--- config.mk ---
export PLATFORM = sky130hd
export DESIGN_NAME = axis_byte_deserializer
export DESIGN_NICKNAME = d
export VERILOG_FILES = /design/src/rtl/axis_pkg.sv /design/src/rtl/axis_idle_timer.sv /design/src/rtl/axis_byte_deserializer.sv
export SDC_FILE = /design/constraint.sdc
export NUM_CORES = 1
export LEC_CHECK = 0
export BUFFER_PORTS_ARGS = -buffer_cell sky130_fd_sc_hd__buf_4
export CAP_MARGIN = 20
export CORE_MARGIN = 3
export CORE_UTILIZATION = 35
export DETAILED_ROUTE_END_ITERATION = 12
export PLACE_DENSITY_LB_ADDON = 0.1
export SLEW_MARGIN = 20
export SYNTH_ARGS = -nofsm -noshare
export SYNTH_HDL_FRONTEND = slang
export SYNTH_SLANG_ARGS = --single-unit
--- constraint.sdc ---
create_clock -name clk -period 3 [get_ports clk]
set_clock_uncertainty 0.15 [all_clocks]
set_input_delay 0.6 -clock clk [delete_from_list [all_inputs] [get_ports clk]]
set_output_delay 0.6 -clock clk [all_outputs]
set_load 0.1 [all_outputs]
--- src/rtl/axis_pkg.sv ---
// Shared AXI-stream byte/word constants and the deserializer state type,
// common to the 64-bit-to-byte serializer and its receive-side partner.
package axis_pkg;

    localparam int AXIS_BYTE_W     = 8;
    localparam int AXIS_WORD_BYTES = 8;
    localparam int AXIS_WORD_W     = AXIS_BYTE_W * AXIS_WORD_BYTES;

    typedef enum logic {
        COLLECT = 1'b0,
        HOLD    = 1'b1
    } deser_state_e;

endpackage

--- src/rtl/axis_idle_timer.sv ---
// Saturating idle counter: clear wins, counts while enabled, flags once LIMIT is reached.
module axis_idle_timer #(
    parameter int LIMIT = 16
) (
    input  logic clk,
    input  logic reset_n,
    input  logic clear_i,
    input  logic enable_i,
    output logic expired_o
);

    localparam int CW = $clog2(LIMIT + 1);

    logic [CW-1:0] count_q;

    assign expired_o = (count_q == CW'(LIMIT));

    always_ff @(posedge clk) begin
        if (!reset_n || clear_i) begin
            count_q <= '0;
        end else if (enable_i && !expired_o) begin
            count_q <= count_q + 1'b1;
        end
    end

endmodule

--- src/rtl/axis_byte_deserializer.sv ---
// Reassembles an AXI-stream byte frame (first byte in bits [7:0]) into a held 64-bit word.
// Optional partial-frame abort on upstream idle: define AXIS_DESER_TIMEOUT_EN.
module axis_byte_deserializer
    import axis_pkg::*;
#(
    parameter int TIMEOUT_CYCLES = 16
) (
    input  logic                   clk,
    input  logic                   reset_n,
    input  logic [AXIS_BYTE_W-1:0] data,
    input  logic                   valid,
    input  logic                   last,
    output logic                   ready,
    output logic [AXIS_WORD_W-1:0] out_data,
    output logic [3:0]             out_count,
    output logic                   out_valid,
    output logic                   out_err,
    input  logic                   out_ack
);

    deser_state_e           state_q;
    logic [3:0]             byteCnt_q;
    logic [AXIS_WORD_W-1:0] word_q;
    logic [3:0]             outCount_q;
    logic                   outErr_q;
    logic                   outValid_q;
    logic                   ready_q;

    logic       acceptByte;
    logic       frameEnd;
    logic [2:0] byteLane;
    logic       timeoutHit;

    assign acceptByte = valid && ready_q;
    assign byteLane   = byteCnt_q[2:0];
    assign frameEnd   = last || (byteCnt_q == 4'(AXIS_WORD_BYTES - 1));

`ifdef AXIS_DESER_TIMEOUT_EN
    axis_idle_timer #(
        .LIMIT(TIMEOUT_CYCLES)
    ) u_idle_timer (
        .clk      (clk),
        .reset_n  (reset_n),
        .clear_i  ((state_q != COLLECT) || acceptByte),
        .enable_i ((state_q == COLLECT) && (byteCnt_q != 4'd0) && !valid),
        .expired_o(timeoutHit)
    );
`else
    // No idle timer here: a partial frame waits for its remaining bytes forever.
    assign timeoutHit = (TIMEOUT_CYCLES < 0);
`endif

    always_ff @(posedge clk) begin
        if (!reset_n) begin
            state_q    <= COLLECT;
            byteCnt_q  <= '0;
            word_q     <= '0;
            outCount_q <= '0;
            outErr_q   <= 1'b0;
            outValid_q <= 1'b0;
            ready_q    <= 1'b1;
        end else begin
            case (state_q)
                COLLECT: begin
                    if (acceptByte) begin
                        word_q[{byteLane, 3'b000} +: AXIS_BYTE_W] <= data;
                        byteCnt_q <= byteCnt_q + 4'd1;
                        if (frameEnd) begin
                            state_q    <= HOLD;
                            ready_q    <= 1'b0;
                            outValid_q <= 1'b1;
                            outCount_q <= byteCnt_q + 4'd1;
                            outErr_q   <= !last;
                        end
                    end else if (timeoutHit) begin
                        // Abandoned partial frame is delivered as-is, flagged as an error.
                        state_q    <= HOLD;
                        ready_q    <= 1'b0;
                        outValid_q <= 1'b1;
                        outCount_q <= byteCnt_q;
                        outErr_q   <= 1'b1;
                    end
                end
                HOLD: begin
                    if (out_ack) begin
                        state_q    <= COLLECT;
                        ready_q    <= 1'b1;
                        outValid_q <= 1'b0;
                        outErr_q   <= 1'b0;
                        outCount_q <= '0;
                        byteCnt_q  <= '0;
                        word_q     <= '0;
                    end
                end
                default: begin
                    state_q <= COLLECT;
                end
            endcase
        end
    end

    assign ready     = ready_q;
    assign out_data  = word_q;
    assign out_count = outCount_q;
    assign out_valid = outValid_q;
    assign out_err   = outErr_q;

endmodule

==> reports/metrics.cfg <==
[timing]
finalHoldViolations = 0
fin_setup_tns_ps = 0
min_period_over_period_pct = 87.5
fmax_mhz = 381
slew_violations = 0
fin_crit_ps = 2620
setup_violations = 0
worst_slew_pin_slew_ps = 670
rsz0062_at_grt = no
max_slew_margin_pct = 54.9

[routing]
dr.pass1.iters = 4
via_per_inst = 5.03
routedWlPerCell_um = 15.8
post-route-drc-count = 0
wirelength_um = 8150
drt_iter0_markers = 121
num_vias = 2598
ant_nets = 0

[pwr]
pwr-share-comb_pct = 13.4
power_leakage_nw = 1.53
netSwitchingFraction_pct = 29.7
power.switching_w = 0.000629
power_w = 0.00211
powerDensity_mw_per_mm2 = 541
p_int_w = 0.00149
clkPwrFrac_pct = 37.3
seqPwrFrac_pct = 49.3
peakVddDrop_mv = 0.233

[worst_setup_path]
path_class = flop to flop
r2r_start = byteCnt_q[0]
cp_max_fo = 9
rrSetupSlack_ps = 380
ff2ff_path_depth = 7
critical_path_required_ps = 3120
arrival_ps = 2740
setup.worst_path.end_class = flop
r2r-end = out_data[57]
start_kind = flop

[hold_path]
min_path_type = flop to flop
holdCritStartpoint = out_data[33]
hold_end = out_data[33]
min_path_cells = 2

[global_routing]
grt-ovfl-total = 0
grt_antenna_before_repair = 0
grt_pass1_wl_um = 13200
grt_pass1_vias = 2469
grt_start_max_net_pins = 54
grtUsageTotal_pct = 17.0

[synthesis]
synth-simple-area-share_pct = 24.9
synth_top_area_share_pct = 50.1
synth_edf_count = 0
synthCells = 332
synthArstFlopShare_pct = 0
synth.net_count = 349
synth.distinct_cells = 41
yosysWarnings = 0
ys_seq_elements = 76
seq_area_frac_synth_pct = 50.1
syn-cell-area_mm2 = 0.00304
synth-xor-area-share_pct = 0.576
synth_ff_type = dfxtp_1
synth_top_area_cell = dfxtp_1
synth_top_family_by_area = simple AND/OR/NAND/NOR gates
synth-compound-area-share_pct = 16.2
synthTopCellsByArea = dfxtp_1, nand3_1, a21boi_0
avgSynthCellArea_um2 = 9.15
yosys-mux-area-fraction_pct = 2.63
synth_fa_ha_area_share_pct = 1.65

[floorplanning]
design.core.area_mm2 = 0.00834
die_h_um = 99.2
num_rows = 33
start_util_pct = 36.4
die-area_mm2 = 0.00984
die_w_um = 99.2
ios = 84

[cells_and_area]
final_common_cell = buf_4
antenna_cells = 0
syn2layout_area_growth_pct = 28.6
mostFrequentLayoutCells = buf_4, dfxtp_1, nand2_1
drive_above_1_share_pct = 26.8
nets = 423

[clock_network]
clockRootBuffer = clkbuf_8
cts_buffers = 9
cts_resized = 0
hold_buffers = 0
clk_pin_slew_ps = 80
ctsLongestPathBuffers = 2
h-tree-depth = 3
post_cts_buffers = 0
clock_latency_ps = 340
clock_sink_count = 76
cts_tree = yes

[place]
dpl.hpwl_um = 5660
place.gp.congestion = 0.759
port-buffer-count = 83

[outcome]
status = completed

[run]
drv_cap = 0

## power groups by stage
stage	logic, W	clock network (W)	registers, W
2_1_floorplan	0.000111	0	0.00117
3_3_place_gp	0.000285	0	0.00107
3_5_place_dp	0.000287	0	0.00107
4_1_cts	0.000288	0.000814	0.00104
5_1_grt	0.000306	0.000861	0.00105
6_report	0.000284	0.000788	0.00104
## area by class of cell
| class | instances | area, um^2 |
|---|---|---|
| repair buffers | 86 | 646 |
| inverters | 4 | 15.0 |
| fillers | 872 | 4430 |
| clock inverters | 7 | 75.1 |
| clock buffers | 9 | 124 |
| multi-input cells | 229 | 1400 |
| well taps | 105 | 131 |
| flip-flops and latches | 76 | 1520 |
## cell usage after synthesis (3+ instances only)
cell type,number
mux2i_1,8
dfxtp_1,76
inv_1,4
nand2b_1,3
o31ai_1,3
nand2_1,58
o21ai_0,18
clkbuf_1,11
nor2_1,5
nand3b_1,3
ha_1,4
nand3_1,57
buf_2,7
o2bb2ai_1,8
a21boi_0,33
## cell families after synthesis
kind of cell    after synthesis
simple gates                145
fa+ha+maj                     4
buf+inv                      27
mux                           8
xor+xnor                      2
compound gates               70
flops                        76
## registers in the layout, summed over array words and instances, names as in the netlist
signal and flops:
state_q 1, out_data 64, out_err 1, ready 1
out_valid 1, out_count 4, byteCnt_q 4
## critical path, stage by stage, from the launching register on
cell	delay [ps]
dfxtp_1	480
inv_1	170
ha_1	250
ha_1	390
nor3b_2	300
nor3b_2	540
nand2_1	90
a21boi_0	180
## metrics by stage
| stage | cells | util, % | area (um^2) | worst slack [ps] | hold slack, ps |
|---|---|---|---|---|---|
| 6_report | 516 | 46.8 | 3910 | 376 | 315 |
| 5_1_grt | 516 | 46.8 | 3910 | 98.7 | 337 |
| 4_1_cts | 516 | 46.8 | 3910 | 360 | 318 |
| 3_5_place_dp | 500 | 44.5 | 3710 | 384 | 304 |
| 3_3_place_gp | 500 | 44.5 | 3710 | 511 | 299 |
| 2_1_floorplan | 332 | - | 3040 | 683 | 306 |
## worst max path at each step
stage	startpoint	end	slack (ps)	depth (start not counted)
after global routing	byteCnt_q[0]	out_data[4]	100	7
after floorplan	ready	out_data[16]	680	5
after CTS	byteCnt_q[0]	out_data[57]	360	7
final	byteCnt_q[0]	out_data[57]	380	7
after global placement	byteCnt_q[0]	out_data[58]	510	7
after detailed placement	byteCnt_q[0]	out_data[61]	380	7
## routing by layer
| metal | vias to the layer above | global-route usage (%) | wire (um) | part of all wire [%] |
|---|---|---|---|---|
| li1 | 1303 | - | - | - |
| met3 | 4 | 5.47 | 533 | 6.5 |
| met5 | - | 0 | 0 | 0 |
| met4 | 0 | 3.78 | 54 | 0.66 |
| met1 | 1221 | 23.2 | 3770 | 46 |
| met2 | 70 | 26.2 | 3790 | 47 |
No activity file was read; power rests on OpenSTA's default activity.
